--- config.mk ---
export PLATFORM = sky130hd
export DESIGN_NAME = div_iter_unit_flat
export DESIGN_NICKNAME = d
export VERILOG_FILES = /design/src/rtl/div_iter_unit_pkg.sv /design/src/rtl/div_iter_unit_if.sv /design/src/rtl/div_iter_unit_step.sv /design/src/rtl/div_iter_unit.sv /design/src/flat_wrapper.sv
export SDC_FILE = /design/constraint.sdc
export NUM_CORES = 1
export LEC_CHECK = 0
export BUFFER_PORTS_ARGS = -buffer_cell sky130_fd_sc_hd__buf_2
export CORE_UTILIZATION = 39
export CTS_CLUSTER_SIZE = 28
export DETAILED_ROUTE_END_ITERATION = 8
export GPL_TIMING_DRIVEN = 1
export PLACE_DENSITY = 0.62
export REMOVE_ABC_BUFFERS = 1
export SETUP_SLACK_MARGIN = 0.15
export SLEW_MARGIN = 20
export SYNTH_ARGS = -nofsm -noshare
export SYNTH_HDL_FRONTEND = slang
export SYNTH_SLANG_ARGS = --single-unit
--- constraint.sdc ---
create_clock -name clk -period 3.7 [get_ports clk]
set_input_delay 0.37 -clock clk [delete_from_list [all_inputs] [get_ports clk]]
set_output_delay 0.37 -clock clk [all_outputs]
set_load 0.02 [all_outputs]
--- src/rtl/div_iter_unit_pkg.sv ---
// rtl/div_iter_unit_pkg.sv - shared types for the iterative divider
package div_iter_unit_pkg;

  typedef enum logic [1:0] {
    DIV_IDLE = 2'd0,
    DIV_CALC = 2'd1,
    DIV_FIX  = 2'd2,
    DIV_DONE = 2'd3
  } div_state_e;

endpackage

--- src/rtl/div_iter_unit_if.sv ---
// rtl/div_iter_unit_if.sv - request/response handshake bundle of the divider
interface div_iter_unit_if #(
  parameter int XLEN = 64
);
  logic            in_valid;
  logic            in_ready;
  logic [XLEN-1:0] dividend;
  logic [XLEN-1:0] divisor;
  logic            op_signed;
  logic            op_rem;
  logic            op_word;
  logic            flush;
  logic            out_valid;
  logic            out_ready;
  logic [XLEN-1:0] result;
  logic            busy;

  modport master (
    output in_valid, dividend, divisor, op_signed, op_rem, op_word, flush, out_ready,
    input  in_ready, out_valid, result, busy
  );

  modport slave (
    input  in_valid, dividend, divisor, op_signed, op_rem, op_word, flush, out_ready,
    output in_ready, out_valid, result, busy
  );
endinterface

--- src/rtl/div_iter_unit_step.sv ---
// rtl/div_iter_unit_step.sv - one combinational restoring-division step
module div_iter_unit_step #(
  parameter int XLEN = 64
) (
  input  logic [XLEN:0]   rem,
  input  logic [XLEN-1:0] quo,
  input  logic [XLEN:0]   dvs,
  output logic [XLEN:0]   rem_next,
  output logic [XLEN-1:0] quo_next
);
  logic [XLEN:0] shifted;
  logic          take;

  // The partial remainder stays below the divisor, so rem[XLEN] is always
  // clear; folding it into the compare keeps the guard bit architecturally live.
  always_comb begin
    shifted  = {rem[XLEN-1:0], quo[XLEN-1]};
    take     = rem[XLEN] | (shifted >= dvs);
    rem_next = take ? (shifted - dvs) : shifted;
    quo_next = {quo[XLEN-2:0], take};
  end
endmodule

--- src/rtl/div_iter_unit.sv ---
// rtl/div_iter_unit.sv - iterative restoring divider for the RV64M DIV/REM family
module div_iter_unit
  import div_iter_unit_pkg::*;
#(
  parameter int XLEN           = 64,
  parameter int BITS_PER_CYCLE = 1
) (
  input logic            clk,
  input logic            rst,
  div_iter_unit_if.slave bus
);
  localparam int HALF  = XLEN / 2;
  localparam int CNT_W = $clog2(XLEN / BITS_PER_CYCLE + 1);

  div_state_e state, state_nxt;

  logic [XLEN:0]    rem_q, dvs_q;
  logic [XLEN-1:0]  quo_q, result_q;
  logic [CNT_W-1:0] cnt_q;
  logic             q_neg_q, r_neg_q, sel_rem_q, word_q;

  logic [XLEN-1:0] a_ext, b_ext, a_mag, b_mag, min_val;
  logic [XLEN-1:0] special_raw, special_res, fix_q, fix_r, fix_res;
  logic            a_neg, b_neg, div_zero, overflow, special, accept;

  logic [XLEN:0]   rem_chain [BITS_PER_CYCLE+1];
  logic [XLEN-1:0] quo_chain [BITS_PER_CYCLE+1];

  function automatic logic [XLEN-1:0] word_ext(input logic [XLEN-1:0] v, input logic word);
    return word ? {{HALF{v[HALF-1]}}, v[HALF-1:0]} : v;
  endfunction

  always_comb begin
    a_ext   = bus.dividend;
    b_ext   = bus.divisor;
    min_val = {1'b1, {(XLEN-1){1'b0}}};
    if (bus.op_word) begin
      a_ext   = {{HALF{bus.op_signed & bus.dividend[HALF-1]}}, bus.dividend[HALF-1:0]};
      b_ext   = {{HALF{bus.op_signed & bus.divisor[HALF-1]}}, bus.divisor[HALF-1:0]};
      min_val = {{(HALF+1){1'b1}}, {(HALF-1){1'b0}}};
    end
    a_neg    = bus.op_signed & a_ext[XLEN-1];
    b_neg    = bus.op_signed & b_ext[XLEN-1];
    a_mag    = a_neg ? -a_ext : a_ext;
    b_mag    = b_neg ? -b_ext : b_ext;
    div_zero = (b_ext == '0);
    overflow = bus.op_signed & (a_ext == min_val) & (b_ext == '1);
    special  = div_zero | overflow;
    if (div_zero) special_raw = bus.op_rem ? a_ext : '1;
    else          special_raw = bus.op_rem ? '0 : a_ext;
    special_res = word_ext(special_raw, bus.op_word);
  end

  assign accept        = (state == DIV_IDLE) & bus.in_valid & ~bus.flush;
  assign bus.in_ready  = (state == DIV_IDLE);
  assign bus.out_valid = (state == DIV_DONE);
  assign bus.busy      = (state != DIV_IDLE);
  assign bus.result    = result_q;

  assign rem_chain[0] = rem_q;
  assign quo_chain[0] = quo_q;
  for (genvar i = 0; i < BITS_PER_CYCLE; i++) begin : g_step
    div_iter_unit_step #(.XLEN(XLEN)) u_step (
      .rem      (rem_chain[i]),
      .quo      (quo_chain[i]),
      .dvs      (dvs_q),
      .rem_next (rem_chain[i+1]),
      .quo_next (quo_chain[i+1])
    );
  end

  always_comb begin
    fix_q   = q_neg_q ? -quo_q : quo_q;
    fix_r   = r_neg_q ? -rem_q[XLEN-1:0] : rem_q[XLEN-1:0];
    fix_res = word_ext(sel_rem_q ? fix_r : fix_q, word_q);
  end

  always_comb begin
    state_nxt = state;
    if (bus.flush) begin
      state_nxt = DIV_IDLE;
    end else begin
      case (state)
        DIV_IDLE: if (bus.in_valid) state_nxt = special ? DIV_DONE : DIV_CALC;
        DIV_CALC: if (cnt_q == CNT_W'(1)) state_nxt = DIV_FIX;
        DIV_FIX:  state_nxt = DIV_DONE;
        DIV_DONE: if (bus.out_ready) state_nxt = DIV_IDLE;
        default:  state_nxt = DIV_IDLE;
      endcase
    end
  end

  always_ff @(posedge clk or negedge rst) begin
    if (!rst) state <= DIV_IDLE;
    else      state <= state_nxt;
  end

  // W operands sit in the top half of quo so that after HALF shifts the
  // quotient lands in the low half and the upper half is already zero.
  always_ff @(posedge clk or negedge rst) begin
    if (!rst) begin
      rem_q     <= '0;
      dvs_q     <= '0;
      quo_q     <= '0;
      cnt_q     <= '0;
      q_neg_q   <= 1'b0;
      r_neg_q   <= 1'b0;
      sel_rem_q <= 1'b0;
      word_q    <= 1'b0;
      result_q  <= '0;
    end else if (accept) begin
      rem_q     <= '0;
      dvs_q     <= {1'b0, b_mag};
      quo_q     <= bus.op_word ? (a_mag << HALF) : a_mag;
      cnt_q     <= bus.op_word ? CNT_W'(HALF / BITS_PER_CYCLE) : CNT_W'(XLEN / BITS_PER_CYCLE);
      q_neg_q   <= a_neg ^ b_neg;
      r_neg_q   <= a_neg;
      sel_rem_q <= bus.op_rem;
      word_q    <= bus.op_word;
      if (special) result_q <= special_res;
    end else if (state == DIV_CALC && !bus.flush) begin
      rem_q <= rem_chain[BITS_PER_CYCLE];
      quo_q <= quo_chain[BITS_PER_CYCLE];
      cnt_q <= cnt_q - 1'b1;
    end else if (state == DIV_FIX && !bus.flush) begin
      result_q <= fix_res;
    end
  end
endmodule

--- src/flat_wrapper.sv ---
// flat-port wrapper written by rule: the top's interface ports become plain ports
module div_iter_unit_flat import div_iter_unit_pkg::*;
#(
  parameter int XLEN           = 64,
  parameter int BITS_PER_CYCLE = 1
)
  (clk, rst, bus_in_valid, bus_dividend, bus_divisor, bus_op_signed, bus_op_rem, bus_op_word, bus_flush, bus_out_ready, bus_in_ready, bus_out_valid, bus_result, bus_busy);
  div_iter_unit_if #(.XLEN(XLEN)) bus_i ();
  input logic clk;
  input logic rst;
  input wire logic [$bits(bus_i.in_valid)-1:0] bus_in_valid;
  input wire logic [$bits(bus_i.dividend)-1:0] bus_dividend;
  input wire logic [$bits(bus_i.divisor)-1:0] bus_divisor;
  input wire logic [$bits(bus_i.op_signed)-1:0] bus_op_signed;
  input wire logic [$bits(bus_i.op_rem)-1:0] bus_op_rem;
  input wire logic [$bits(bus_i.op_word)-1:0] bus_op_word;
  input wire logic [$bits(bus_i.flush)-1:0] bus_flush;
  input wire logic [$bits(bus_i.out_ready)-1:0] bus_out_ready;
  output wire logic [$bits(bus_i.in_ready)-1:0] bus_in_ready;
  output wire logic [$bits(bus_i.out_valid)-1:0] bus_out_valid;
  output wire logic [$bits(bus_i.result)-1:0] bus_result;
  output wire logic [$bits(bus_i.busy)-1:0] bus_busy;
  assign bus_i.in_valid = bus_in_valid;
  assign bus_i.dividend = bus_dividend;
  assign bus_i.divisor = bus_divisor;
  assign bus_i.op_signed = bus_op_signed;
  assign bus_i.op_rem = bus_op_rem;
  assign bus_i.op_word = bus_op_word;
  assign bus_i.flush = bus_flush;
  assign bus_i.out_ready = bus_out_ready;
  assign bus_in_ready = bus_i.in_ready;
  assign bus_out_valid = bus_i.out_valid;
  assign bus_result = bus_i.result;
  assign bus_busy = bus_i.busy;
  div_iter_unit #(.XLEN(XLEN), .BITS_PER_CYCLE(BITS_PER_CYCLE)) u_core (.clk(clk), .rst(rst), .bus(bus_i));
endmodule
* Word level (Yosys, flattened, before mapping)
Index checks and enable logic that the tools add are counted.
** Word-level totals
- Bits in registers :: 270
- Input bits :: 136
- Output and inout port bits :: 67
- Word-level logic and storage cells :: 82
** Operators by class
- $add $sub $neg :: 6
- $lt $le $gt $ge :: 1
- Eq/ne operators :: 11
- Multiplexer cells :: 32
- Bitwise gates (word level) :: 12
- Reductions and logical operators :: 10
** Operator list (count)
- $mux W64 :: 19
- $neg A64 Y64 :: 4
- $mux W65 :: 3
- $ge A65 B64 Y1 :: 1
- $sub A65 B64 Y65 :: 1
- $eq A64 B64 Y1 :: 1
- $eq A64 B64 Y1 const B :: 1
- $logic_not A64 Y1 :: 1
- $mux W63 :: 1
- $mux W7 :: 3
- $mux W2 :: 5
- $and A1 B1 Y1 :: 8
- $pmux W2 S4 :: 1
- $eq A7 B1 Y1 const B :: 1
- $sub A7 B1 Y7 const B :: 1
- $ne A3 B3 Y1 const B :: 2
- $reduce_and A3 Y1 :: 2
- $reduce_bool A2 Y1 :: 3
- $eq A2 B2 Y1 const B :: 2
- $ne A2 B1 Y1 const B :: 2
- $ne A3 B2 Y1 const B :: 1
- $eq A2 B1 Y1 const B :: 1
- $logic_and A1 B1 Y1 :: 2
- $logic_not A2 Y1 :: 1
- other kinds (4) :: 5

* Depth between registers and ports, before layout
Gate-level depths: netlist of run 1.
- Word-level depth :: 10
- Depth in mapped cells :: 16
- Mapped depth without buffers :: 14

* Modules after synthesis
A second synthesis of run 1 with hierarchy kept.
** Second synthesis, totals
- Cell total of the unflattened synthesis :: 3091
- Area, all modules :: 24561.1 µm²
** Modules (own cells, without submodules)
- div_iter_unit :: times used 1, cells an instance 2296, area an instance 18920.6 µm², sequential area each 6756.5 µm²
- div_iter_unit_step :: times used 1, cells an instance 795, area an instance 5640.4 µm², sequential area each 0.0 µm²

* Least setup slack after synthesis of run 1
Ideal clock, no wire load.
- Path type :: register -> register
- From :: register u_core.rem_q[6]
- To :: register u_core.rem_q[44]
- Setup time :: 77 ps
- Data arrival time :: 3485 ps
- Data required time :: 3623 ps
- Setup slack :: 138 ps
- Stages on the path, launching flop included :: 16
- Path buffers :: 4
- Period minus slack after synthesis :: 3562 ps
- Path through :: dfrtp_1 ha_1 clkbuf_1 nand3_1 a2111oi_0 nor3_1 a21oi_1 o311a_1 o21ai_0 a211oi_2 or2_2 buf_2 buf_2 buf_2 nand2_1 a21oi_1
** On the way
- Longest elaborated chain between the ends :: 5
- Elaborated cells on any way between the ends :: 6
- Classes of those cells :: add/sub (1); order compare (1); mux (3); bitwise (1)
** RTL lines
- from (decl) :: RTL line div_iter_unit.sv:17 : logic [XLEN:0] rem_q, dvs_q;
- from (signal assigned) :: RTL line div_iter_unit.sv:122 : rem_q <= rem_chain[BITS_PER_CYCLE];
- $ge A65 B64 Y1 :: RTL line div_iter_unit_step.sv:18 : take = rem[XLEN] | (shifted >= dvs);
- $or A1 B1 Y1 :: RTL line div_iter_unit_step.sv:18
- $mux W65 * :: RTL line div_iter_unit_step.sv:19 : rem_next = take ? (shifted - dvs) : shifted;
- $mux W65 * :: RTL line div_iter_unit.sv:121 : end else if (state == DIV_CALC && !bus.flush) begin
- $mux W65 * :: RTL line div_iter_unit.sv:111 : end else if (accept) begin
Mark *: on every way between the ends. The rest lies on a longest branch, timed or not. The select of a mux whose other input is x is not followed.
A chain may end at the register's enable or synchronous reset.

* Final worst setup path of run 1
- From :: register u_core.quo_q[18]
- To :: register u_core.result_q[63], in the netlist u_core.bus.result[63]
** On the way
- Longest elaborated chain between the ends :: 7
** RTL lines
- from (decl) :: RTL line div_iter_unit.sv:18 : logic [XLEN-1:0] quo_q, result_q;
- from (signal assigned) :: RTL line div_iter_unit.sv:114 : quo_q <= bus.op_word ? (a_mag << HALF) : a_mag;
- from (signal assigned) :: RTL line div_iter_unit.sv:123 : quo_q <= quo_chain[BITS_PER_CYCLE];
- $neg A64 Y64 :: RTL line div_iter_unit.sv:73 : fix_q = q_neg_q ? -quo_q : quo_q;
- $mux W64 :: RTL line div_iter_unit.sv:73
- $mux W64 :: RTL line div_iter_unit.sv:75 : fix_res = word_ext(sel_rem_q ? fix_r : fix_q, word_q);
- $mux W64 :: RTL line div_iter_unit.sv:30 : return word ? {{HALF{v[HALF-1]}}, v[HALF-1:0]} : v;
- $mux W64 :: RTL line div_iter_unit.sv:125 : end else if (state == DIV_FIX && !bus.flush) begin
- $mux W64 :: RTL line div_iter_unit.sv:121
- $mux W64 :: RTL line div_iter_unit.sv:111
- to (signal assigned) :: RTL line div_iter_unit.sv:120 : if (special) result_q <= special_res;
- to (signal assigned) :: RTL line div_iter_unit.sv:126 : result_q <= fix_res;
- to (decl) :: RTL line div_iter_unit.sv:18
No other way between the ends. The select of a mux whose other input is x is not followed.

==> run metrics, run 1 <==
Post-DRT Antenna Nets=0; WL met3=8130 um; share of layout cells above drive strength 1=19.8%; status=completed; Worst EP required=4.14 ns; Routed WL per cell=22.2 um; DIE AREA=61700 um2; Final Setup Violations=0; Area Overhead vs Synth=23.3%; Clock Path Buffers=3; Max-Slew Margin vs Limit=38.6%; worst setup margin=0.0667 ns; FF+latch count, synth=270; Final Skew=0.0301 ns; Slew Limit Fails=0; leakage power=12.4 nW; fin crit period=3.63 ns; port bufs=202; final net count=3669; EDFF count, synth=0; final hold violations=0; Congestion Overflow GR=0; I/O Pins=203; synthesized area=23700 um2; mean post-synth cell area=7.64 um2; WL met1=41000 um; initial antenna violation count=2; worst-margin pin slew=0.921 ns; Routability Congestion=0.992; CP cell instances=or4_4 -> nor4_4 -> nand4_2 -> or4_4 -> or3_4 -> or3_4 -> o31ai_4 -> xnor2_1 -> o22ai_1 -> o32a_1; largest net degree at the start of global routing=106; total track usage=29.8%; Crit. End Element=flip-flop; CTS Sinks=270; CTS Root Buffer Type=clkbuf_16; clock transition at the registers of the reported paths=0.06 ns; unrepaired setup endpoints after global routing=yes; routed vias/inst=5.95; Clock Latency Late Sink=0.58 ns; initial core utilization=39.8%; slowest stage delay, CP=0.57 ns; critical-path maximum fanout=5; DR pass1 iterations=7; Primary FF master, synth=dfrtp_1; Internal Power=14.9 mW; CTS tree=built; Routed WL=94600 um; power density cells=1000 nW/um2; CORE AREA=59600 um2; asr flop ratio synth=100%; Die X=248 um; global-route wire length before repair=144000 um; Filler Cell Count=5937; Core Rows=89; Unique masters post-synth=84; Clk pwr share=12.6%; sequential element share of the synthesized area=28.5%; Starting DRT DRC Count=2319; P_sw=14.4 mW; TritonCTS Buffers=35; hpwl dp=71800 um; Net Sw Frac=49.1%; peak supply drop=0.433 mV; number of synthesis warnings=0; Startpoint Class=flip-flop; Final period util=98.2%; Max Used Layer=met5; DIE HEIGHT=248 um; # DRC=0; critical setup path kind=flip-flop to flip-flop; CP arrival=4.08 ns; met2 WL=41400 um; Gate power share=67.6%; fmax=275 MHz; critical path's slowest cell=or4_4; routed via count=25333; Flop pwr share=19.7%; H-Tree Depth=2; HP Class=primary input to flip-flop; max cap viols=0; vias in the first global route=24209; Total Power=29.3 mW; post-synthesis cell count=3102; Layout Utilization=49.0%; pre-CTS worst setup slack=-0.197 ns
stage by stage:
| stage | TNS [ns] | cells | hold WS, ns | cell area [um2] |
|---|---|---|---|---|
| 4_1_cts | 0 | 4244 | 0.0808 | 28900 |
| 3_5_place_dp | -1.89 | 4167 | 0.459 | 27400 |
| 5_1_grt | -0.0291 | 4256 | 0.0981 | 29200 |
| 6_report | 0 | 4257 | 0.0935 | 29200 |
| 3_3_place_gp | -0.317 | 4167 | 0.459 | 27400 |
| 2_1_floorplan | -1098.22 | 2892 | 0.0744 | 22900 |
synthesized netlist by cell type, drive strengths merged (28+ instances only):
master,instances,share of area [%]
nand2,372,5.9
o21ai,333,7.0
a21oi,300,6.3
dfrtp,270,29
nor2,240,3.8
clkbuf,173,2.7
xor2,158,5.8
xnor2,141,5.2
inv,105,1.7
mux2i,92,3.9
ha,75,4.0
o31ai,71,2.4
o211ai,66,2.1
a31oi,64,1.7
nor3,58,1.2
nor4,45,1.4
nand3,43,0.91
nand4,42,1.1
or3,42,1.2
buf,37,0.70
or4,37,1.3
o22ai,33,0.87
a21o,32,1.0
a211oi,28,0.91
sequential cells by signal, indices dropped and copies added, names as in the netlist:
signal	count
u_core.rem_q	65
u_core.bus.result	64
u_core.dvs_q	64
u_core.quo_q	64
u_core.cnt_q	7
u_core.state	2
u_core.q_neg_q	1
u_core.r_neg_q	1
u_core.sel_rem_q	1
u_core.word_q	1
critical path, delay by kind of cell (launching register included):
family	cells	cell delay, ns
and+or+nand+nor	6	2.31
DFF	1	0.38
AOI/OAI and AO/OA	3	0.65
xor gates and xnor gates	1	0.15
final cells by class:
type,count,area [um2],area share (%)
well taps,773,967,3.31
flip-flops and latches,270,6760,23.1
clock inverters,15,225,0.771
clock buffers,47,992,3.40
inverters,105,394,1.35
multi-input cells,2517,16100,55.1
diodes,2,5.00,0.0171
repair buffers,528,3760,12.9
metal layers:
metal / GRT usage, % / up-vias
li1: - / 12018
met1: 40.8 / 11976
met4: 12.7 / 2
met5: 0 / -
met2: 45.7 / 1130
met3: 5.59 / 207
layout by cell type, fill, tap and decap left out, drive strengths merged, types with 12 or more instances in the layout:
cell type	n
nor2b	15
nor2	240
xor2	158
ha	75
xnor2	141
nor4	45
inv	106
o31ai	71
a211oi	28
o21a	15
and2	17
o22ai	33
a21oi	300
clkbuf	49
and3	18
or4	37
a21o	32
nand3	43
nand2b	15
dfrtp	270
or3	42
mux2i	92
nand4	42
a31oi	64
nor3	58
o22a	12
nand2	372
o41ai	25
o21ai	333
o211ai	66
or2	13
buf	525
final timing paths:
kind / startpoint / to / slack, ns / cells past startpoint
setup / recovery: u_core.quo_q[18] / u_core.bus.result[63] / 0.07 / 10
hold / removal: bus_flush / u_core.state[1] / 0.09 / 2
setup reg to reg: u_core.quo_q[18] / u_core.bus.result[63] / 0.07 / 10
hold reg to reg: u_core.dvs_q[49] / u_core.dvs_q[49] / 0.48 / 2
max in group asynchronous: rst / u_core.rem_q[55] / 2.11 / 3
min in group asynchronous: rst / u_core.rem_q[4] / 0.43 / 2
cell families after synthesis:
family          synth area share [%]
compound gates                  27.5
simple gates                    19.7
buf+inv                         5.11
xor+xnor                        11.1
flops                           28.5
mux                             3.98
fa+ha+maj                       4.09
power by group through the flow:
stage / clock network [mW] / logic, mW / registers [mW]
after floorplan: 0 / 11.3 / 6.14
after global routing: 3.85 / 21.5 / 5.94
after detailed placement: 0 / 18.7 / 5.77
final: 3.70 / 19.8 / 5.79
after CTS: 3.76 / 19.1 / 5.72
after global placement: 0 / 18.7 / 5.74
what timing repair did:
item,in CTS,in global routing
endpoints found under the setup margin,95,85
endpoints found under the hold margin,84,0
gates resized for setup,45,57
gates cloned,2,1
buffers inserted,12,10
hold buffers,1,0
pin swaps,11,25
No activity file was read; power rests on OpenSTA's default activity.
==> run 2: changes to the inputs <==
SYNTH_HIERARCHICAL = 1   (was not set)
==> run 2 against run 1 <==
  * Combinational power is 15% higher
  * Via count decreased by 3.2%
  * Wire length is 2.4% lower
  * Critical path type unchanged
  * Critical endpoint is now u_core/rem_q[48]
  * Largest power group unchanged
==> run metrics, run 2 <==
status=completed; critical path startpoint=u_core/dvs_q[0]; HP Class=primary input to flip-flop; Crit. End Element=flip-flop; Layout Utilization=46.0%; unrepaired setup endpoints after global routing=yes; power density cells=1120 nW/um2; Cell Count Post-Placement=4061; post-synthesis cell count=3091; vias in the first global route=22711; share of layout cells above drive strength 1=19.1%; I/O Pins=203; peak supply drop=0.645 mV; CP top delay family=compound AO/OA/AOI/OAI gates; global-route wire length before repair=139000 um; Primary FF master, synth=dfrtp_1; Startpoint Class=flip-flop; top-area cell type share of the netlist area=27.5%; hpwl dp=70700 um; tightest hold margin=0.115 ns; EDFF count, synth=0; routed via count=24510; Core Rows=91; Slew Limit Fails=0; fmax=284 MHz; routed vias/inst=5.92; CTS tree=built; CTS Sinks=270; mean post-synth cell area=7.95 um2; Starting DRT DRC Count=2351; critical path's slowest cell=or4_4; R2R Path Start=u_core/dvs_q[0]; Final period util=95.3%; Final Setup Violations=0; Worst EP required=4.11 ns; FF+latch count, synth=270; commonest non-fill, non-tap cell in the layout=nand2_1; number of synthesis warnings=6; largest net degree at the start of global routing=122; Routed WL=92300 um; total track usage=28.1%; slowest stage delay, CP=0.44 ns; DR pass1 iterations=8; sequential element share of the synthesized area=27.5%; # DRC=0; fin crit period=3.53 ns; fin area=28500 um2; CORE AREA=61900 um2; Synth area leaders=dfrtp_1, nand2_1, a21oi_1; critical-path maximum fanout=2; most frequent cell after synthesis=nand2_1; Congestion Overflow GR=0; Unique masters post-synth=97; Max-Slew Margin vs Limit=42.0%; non-filler cells, final=4138; Post-DRT Antenna Nets=0; Synth area leader=dfrtp_1; Routability Congestion=0.997; clock transition at the registers of the reported paths=0.06 ns; Clock Path Buffers=3; Die X=253 um; Setup TNS=0 ns; Final Skew=0.0285 ns; leakage power=12.7 nW; final net count=3488; CTS Root Buffer Type=clkbuf_16; synthesized area=24600 um2; top cells by count, synth=nand2_1, a21oi_1, dfrtp_1; port bufs=202; initial core utilization=39.7%; worst-margin pin slew=0.871 ns; Filler Cell Count=6270; H-Tree Depth=2; CP cell instances=ha_4 -> fa_2 -> nor2b_4 -> o2111ai_2 -> a21oi_2 -> or4_4 -> o311ai_4 -> or4_4 -> o21a_4 -> o311ai_4 -> a21boi_2 -> xnor2_1 -> mux2_4 -> nand2_2 -> a21oi_2; final hold violations=0; commonest cells after routing, fill and taps aside=nand2_1, a21oi_1, dfrtp_1; Area Overhead vs Synth=16.1%; number of flip-flops in the largest register=65; Routed WL per cell=22.3 um; TritonCTS Buffers=34; CP arrival=3.94 ns; DIE HEIGHT=253 um; DIE AREA=64000 um2; hold path startpoint=bus_divisor[1]; asr flop ratio synth=100%; Area after DPL=27000 um2; critical setup path kind=flip-flop to flip-flop; max cap viols=0; largest register by flop count=u_core/rem_q; initial antenna violation count=4; Clock Latency Late Sink=0.58 ns; Worst Path Buf+Inv=0
run 2: cell count changes after synthesis, moves of 19 or more:
cell,previous run,this run
nand2_1,372,396
a21oi_1,300,281
mux2i_1,92,61
a31oi_1,64,43
mux2_4,0,36
o211ai_1,66,46
buf_4,0,64
o21ai_0,325,216
nor2_1,240,174
mux2_2,2,43
run 2: what timing repair did:
action / CTS / global route
gates resized for setup: 12 / 55
hold endpoints to repair: 79 / 0
buffers inserted: 8 / 5
hold buffers: 1 / 0
setup endpoints to repair: 24 / 88
cloned: 0 / 1
pin swaps: 6 / 19
run 2: path summary, 6_finish.rpt:
kind	depth (start not counted)	slack, ns	to
max	15	0.17	u_core/rem_q[48]
min	3	0.12	u_core/dvs_q[1]
max reg2reg	15	0.17	u_core/rem_q[48]
min reg2reg	2	0.48	u_core/dvs_q[45]
max in group asynchronous	3	2.40	u_core/bus.result[28]
min in group asynchronous	2	0.39	u_core/rem_q[3]
run 2: cell families after synthesis:
group                      synth area share (%)
adders and majority gates                  3.95
muxes                                      6.66
and+or+nand+nor                            19.3
xor gates and xnor gates                   10.6
buffers and inverters                      6.96
AOI/OAI and AO/OA                          25.0
other                                    0.0153
DFF                                        27.5
run 2: worst min-delay path, stage by stage:
cell and delay [ns]:
buf_2 0.14, nand2_1 0.06, a31oi_1 0.07
run 2: final cells by class:
| type | count | area [um2] | area share (%) |
|---|---|---|---|
| diodes | 4 | 10.0 | 0.0351 |
| clock buffers | 47 | 980 | 3.44 |
| clock inverters | 11 | 113 | 0.395 |
| inverters | 109 | 409 | 1.43 |
| multi-input cells | 2450 | 16400 | 57.6 |
| flip-flops and latches | 270 | 6760 | 23.7 |
| well taps | 837 | 1050 | 3.67 |
| repair buffers | 410 | 2760 | 9.69 |
run 2: routing by layer:
| layer | wire length (um) | GRT usage (%) | vias to the layer above |
|---|---|---|---|
| li1 | - | - | 11592 |
| met1 | 40000 | 38.6 | 11722 |
| met2 | 41700 | 44.1 | 1004 |
| met3 | 6610 | 3.75 | 192 |
| met4 | 3980 | 11.9 | 0 |
| met5 | 0 | 0 | - |
run 2: metrics by stage:
step / power [mW] / setup WS (ns)
after floorplan: 19.7 / -8.80
after global placement: 27.3 / 0.0711
after detailed placement: 27.4 / 0.0302
after CTS: 31.0 / 0.128
after global routing: 34.1 / 0.0917
final: 32.0 / 0.175
run 2: report_power, final:
| part | internal, mW | switching, mW | total (mW) |
|---|---|---|---|
| Sequential | 4.34 | 1.62 | 5.96 |
| Clock | 1.93 | 1.43 | 3.36 |
| Combinational | 9.35 | 13.3 | 22.7 |
